==> config.mk <==
export PLATFORM = sky130hd
export DESIGN_NAME = pipe_ctrl
export DESIGN_NICKNAME = d
export VERILOG_FILES = /design/src/rtl/pipe_ctrl.sv
export SDC_FILE = /design/constraint.sdc
export NUM_CORES = 1
export LEC_CHECK = 0
export ABC_AREA = 1
export CORE_MARGIN = 10
export CORE_UTILIZATION = 51
export DETAILED_ROUTE_END_ITERATION = 10
export PLACE_DENSITY = 0.82
export RECOVER_POWER = 100
export SLEW_MARGIN = 10
export SYNTH_ARGS = -nofsm -noshare
export SYNTH_HDL_FRONTEND = slang
export SYNTH_SLANG_ARGS = --single-unit
==> constraint.sdc <==
create_clock -name CLK -period 2.7 [get_ports CLK]
set_input_delay 0.405 -clock CLK [delete_from_list [all_inputs] [get_ports CLK]]
set_output_delay 0.405 -clock CLK [all_outputs]
set_load 0.1 [all_outputs]
==> src/rtl/pipe_ctrl.sv <==
// Five-stage core pipeline sequencer: per-cycle enable/flush strobes for the PC and
// the IF/ID, ID/EX, EX/MEM, MEM/WB registers, plus saturating stall/flush counters.
module pipe_ctrl #(
    parameter int CNT_W = 16
) (
    input  logic             CLK,
    input  logic             nRST,
    input  logic             ihit,
    input  logic             dhit,
    input  logic             mem_ren,
    input  logic             mem_wen,
    input  logic             ex_ren,
    input  logic [4:0]       ex_wsel,
    input  logic [4:0]       id_rsel1,
    input  logic [4:0]       id_rsel2,
    input  logic             id_uses_rt,
    input  logic             ex_redirect,
    input  logic             wb_halt,
    output logic             pc_en,
    output logic             fd_en,
    output logic             fd_flush,
    output logic             de_en,
    output logic             de_flush,
    output logic             em_en,
    output logic             em_flush,
    output logic             mw_en,
    output logic             halted,
    output logic [CNT_W-1:0] stall_cnt,
    output logic [CNT_W-1:0] flush_cnt
);

    typedef enum logic [1:0] {
        BOOT  = 2'd0,
        RUN   = 2'd1,
        DWAIT = 2'd2,
        HALT  = 2'd3
    } state_t;

    localparam logic [CNT_W-1:0] CNT_ONE = {{(CNT_W-1){1'b0}}, 1'b1};
    localparam logic [CNT_W-1:0] CNT_MAX = {CNT_W{1'b1}};

    state_t state;
    state_t state_nxt;
    logic   dwait;
    logic   lu;
    logic   stall_take;
    logic   redir_take;

    // Counters stick at all-ones so a long debug run never reads back as a small value.
    function automatic logic [CNT_W-1:0] sat_inc(input logic [CNT_W-1:0] v);
        return (v == CNT_MAX) ? v : v + CNT_ONE;
    endfunction

    assign dwait = (mem_ren | mem_wen) & ~dhit;
    assign lu    = ex_ren & (ex_wsel != 5'd0) &
                   ((ex_wsel == id_rsel1) | (id_uses_rt & (ex_wsel == id_rsel2)));

    always_comb begin
        pc_en      = 1'b0;
        fd_en      = 1'b0;
        fd_flush   = 1'b0;
        de_en      = 1'b0;
        de_flush   = 1'b0;
        em_en      = 1'b0;
        em_flush   = 1'b0;
        mw_en      = 1'b0;
        stall_take = 1'b0;
        redir_take = 1'b0;
        state_nxt  = state;
        case (state)
            BOOT: begin
                fd_flush  = 1'b1;
                de_flush  = 1'b1;
                em_flush  = 1'b1;
                state_nxt = RUN;
            end
            RUN, DWAIT: begin
                state_nxt = RUN;
                if (wb_halt) begin
                    state_nxt = HALT;
                end else if (dwait) begin
                    // Full freeze: a redirect sitting in ID/EX waits here until dhit.
                    stall_take = 1'b1;
                    state_nxt  = DWAIT;
                end else if (ex_redirect) begin
                    pc_en      = 1'b1;
                    fd_flush   = 1'b1;
                    de_flush   = 1'b1;
                    em_en      = 1'b1;
                    mw_en      = 1'b1;
                    redir_take = 1'b1;
                end else if (lu) begin
                    de_flush   = 1'b1;
                    em_en      = 1'b1;
                    mw_en      = 1'b1;
                    stall_take = 1'b1;
                end else if (!ihit) begin
                    fd_flush   = 1'b1;
                    de_en      = 1'b1;
                    em_en      = 1'b1;
                    mw_en      = 1'b1;
                    stall_take = 1'b1;
                end else begin
                    pc_en = 1'b1;
                    fd_en = 1'b1;
                    de_en = 1'b1;
                    em_en = 1'b1;
                    mw_en = 1'b1;
                end
            end
            default: begin
                state_nxt = HALT;
            end
        endcase
    end

    always_ff @(posedge CLK or negedge nRST) begin
        if (!nRST) begin
            state     <= BOOT;
            halted    <= 1'b0;
            stall_cnt <= '0;
            flush_cnt <= '0;
        end else begin
            state  <= state_nxt;
            halted <= (state_nxt == HALT);
            if (stall_take) stall_cnt <= sat_inc(stall_cnt);
            if (redir_take) flush_cnt <= sat_inc(flush_cnt);
        end
    end

endmodule
==> results.toml <==
[run_status]
outcome = "complete, but fails checks"
violations = "capacitance limit, slew limit"

[synthesis]
yosysTopAreaCellShare = 0.3850
syn_area_sq_um = 2275
ys_ff_latch = 35
async_flop_share = 1.000
postSynthCellCount = 308
synth_top_cell_by_area = "dfrtp_1"
ys_seq_area_frac = 0.3850
synth.area.top_cells = "dfrtp_1 (39%), nand2_1 (15%), inv_1 (7.6%)"
ys_warn_count = 0
synth_fp_nets = 337
avgSynthCellArea_sq_um = 7.385
yosys_most_used_dff = "dfrtp_1"
synth_edf_count = 0
ys_types = 30

[die]
num_rows = 24
core_sq_um = 4324
die-width_microns = 86.79
dieArea_sq_um = 7532
initial_core_util = 0.5260
io_pins = 66
die_h_microns = 86.79

[sta]
final_max_slew_viol_count = 36
fin_skew_ps = 6.060
worst_pin_slew_ps = 1864
final.min_clock_period_ps = 2474
timing.final.crit_share = 0.9162
finalSetupViolCount = 0
rsz0062_at_grt = "false"
slew_headroom = -0.2429
hold_viol = 0
max_freq_mhz = 404.2

[clock_network]
cts_root_buffer = "clkbuf_8"
cts_buffer_depth = 2
cts_max_level = 2
post-cts-setup-buffer-count = 0
clk_latency_ps = 280
cts.reportedPaths.clkPinSlew_ps = 70
cts_resized = 0
hold_buffers = 0
cts_buffers = 5
clkSinkCount = 35
cts_tree = "yes"

[layout]
num_antenna_cells = 0
syn_to_final_growth_pct = 23.54
finalNonFillerCells = 428
nets = 405
drive_gt1_frac = 0.06649

[critical_path]
path_buf_inv = 3
worstPathMaxFanout = 4
critPathSlowestCell = "clkdlybuf4s50_1"
critPathMaxStageDelay_ps = 540
setup.worst_path.class = "input port to output pin"
cpMostUsedCell = "nand2_1"
path_cells = "clkdlybuf4s50_1 > inv_2 > nand2_1 > nand2_1 > nor2_1 > nand3_1 > nand2_1 > nand2_1 > nand2_1 > nand2_1 > a21oi_4 > clkbuf_4"
cp.arrival_ps = 2070
cp-start-kind = "input port"
cp-end-kind = "output pin"
path_delay_family = "buffers and inverters"
worstPathRequired_ps = 2300
reg2reg_setup_slack_ps = 500

[power_and_ir_drop]
p_leak_nw = 1.417
ir_drop_v = 0.0008455
p_total_mw = 2.114
powerDensity_nw_per_um2 = 752.3

[route]
dr_wl_met3_microns = 328
drtAntennaViolNets = 0
via_count = 2191
wl_per_cell_microns = 13.28
drc = 0
vias_per_cell = 5.119
drt-met1-wl_mm = 2.533
postRouteWirelength_mm = 5.685
top_layer_used = "met4"
routed-wl-met2_mm = 2.789
dr.pass1.iters = 4
drt_iter0_markers = 123

[global_routing]
grt_max_degree = 36
grt_usage = 0.1529
grt_pass1_vias = 2158
grt-ovfl-total = 0
antenna_found_initial = 0
grt_pass1_wl_mm = 9.639

[placement]
gp_congestion = 0.7943
dpl.cell_count = 421
port_buffers = 65
place_hpwl_mm = 4.435

[min_path]
hp-class = "register to register"

[flow_run]
drv_cap = 1
-- stage by stage --
stage | utilization | TNS [ps] | worst slack (ps) | hold slack [ps] | area (sq um)
finish | 0.6499 | 0 | 226.1 | 508.9 | 2810
global route | 0.6499 | 0 | 86.29 | 550.5 | 2810
CTS | 0.7078 | 0 | 233.9 | 525.7 | 3060
detailed placement | 0.6875 | 0 | 238.9 | 509.3 | 2973
global placement | 0.6875 | 0 | 268.3 | 479.4 | 2973
floorplan | - | -213.7 | -176.6 | 109.4 | 2303
-- where the power goes --
group	internal (mW)	total [mW]	switching (mW)
combinational	0.198	1.07	0.868
sequential	0.597	0.676	0.0789
clock	0.200	0.372	0.172
-- sequential cells by signal (all words and copies together), names as in the netlist --
signal,flops
state,2
flush_cnt,16
halted,1
stall_cnt,16
-- placed cells by master (no fill, tap or decap), types with 2 or more instances in the layout --
master / count
nand2_1: 90
clkbuf_1: 35
inv_2: 2
clkdlybuf4s50_1: 23
nand3_1: 25
clkbuf_2: 3
buf_4: 2
inv_1: 47
dfrtp_1: 35
nor2_1: 30
ha_1: 4
xnor2_1: 8
xor2_1: 14
o21ai_0: 3
buf_12: 3
clkbuf_8: 6
nor3_1: 4
nand4_1: 24
-- cell usage after synthesis, types with 2 or more instances --
cell type	instances
clkbuf_1	2
nand2_4	2
buf_6	3
nor2_4	3
nand3_1	22
xnor2_1	8
nand2_1	89
ha_1	4
inv_2	4
a21oi_1	3
nor2_1	27
o21ai_0	3
xor2_1	14
nand3_2	3
nor3_1	5
nand4_1	23
dfrtp_1	35
inv_1	46
-- final timing paths --
path	end	cells past startpoint	start
worst max-delay path	de_flush	12	ex_wsel[0]
worst min-delay path	stall_cnt[15]	2	stall_cnt[15]
worst max register to register	flush_cnt[14]	10	state[0]
worst min register to register	stall_cnt[15]	2	stall_cnt[15]
max in group asynchronous	flush_cnt[11]	2	nRST
min in group asynchronous	stall_cnt[10]	2	nRST
-- routing by layer --
metal,global-route usage,vias to the layer above
li1,-,1106
met1,0.1894,1001
met2,0.2538,78
met3,0.03565,6
met4,0.05007,0
met5,0,-
-- logic make-up after synthesis --
logic type | Yosys count | share of synthesized area
xor gates and xnor gates | 22 | 0.08471
buffers and inverters | 57 | 0.1062
adders and majority gates | 4 | 0.02200
AOI/OAI and AO/OA | 8 | 0.02090
DFF | 35 | 0.3850
and+or+nand+nor | 182 | 0.3812
-- layout make-up --
cell class	count	area, sq um
multi-input combinational	216	1121
clock buffer	6	82.58
timing repair buffer	68	469.2
tap	52	65.06
clock inverter	1	5.005
inverter	50	191.4
sequential	35	875.8
fill	428	1514
-- worst min-delay path: stages (launching register included) --
cell and delay, ps:
dfrtp_1 370, nand2_1 60, nand2_1 50
Power figures use the tool's default switching activity.
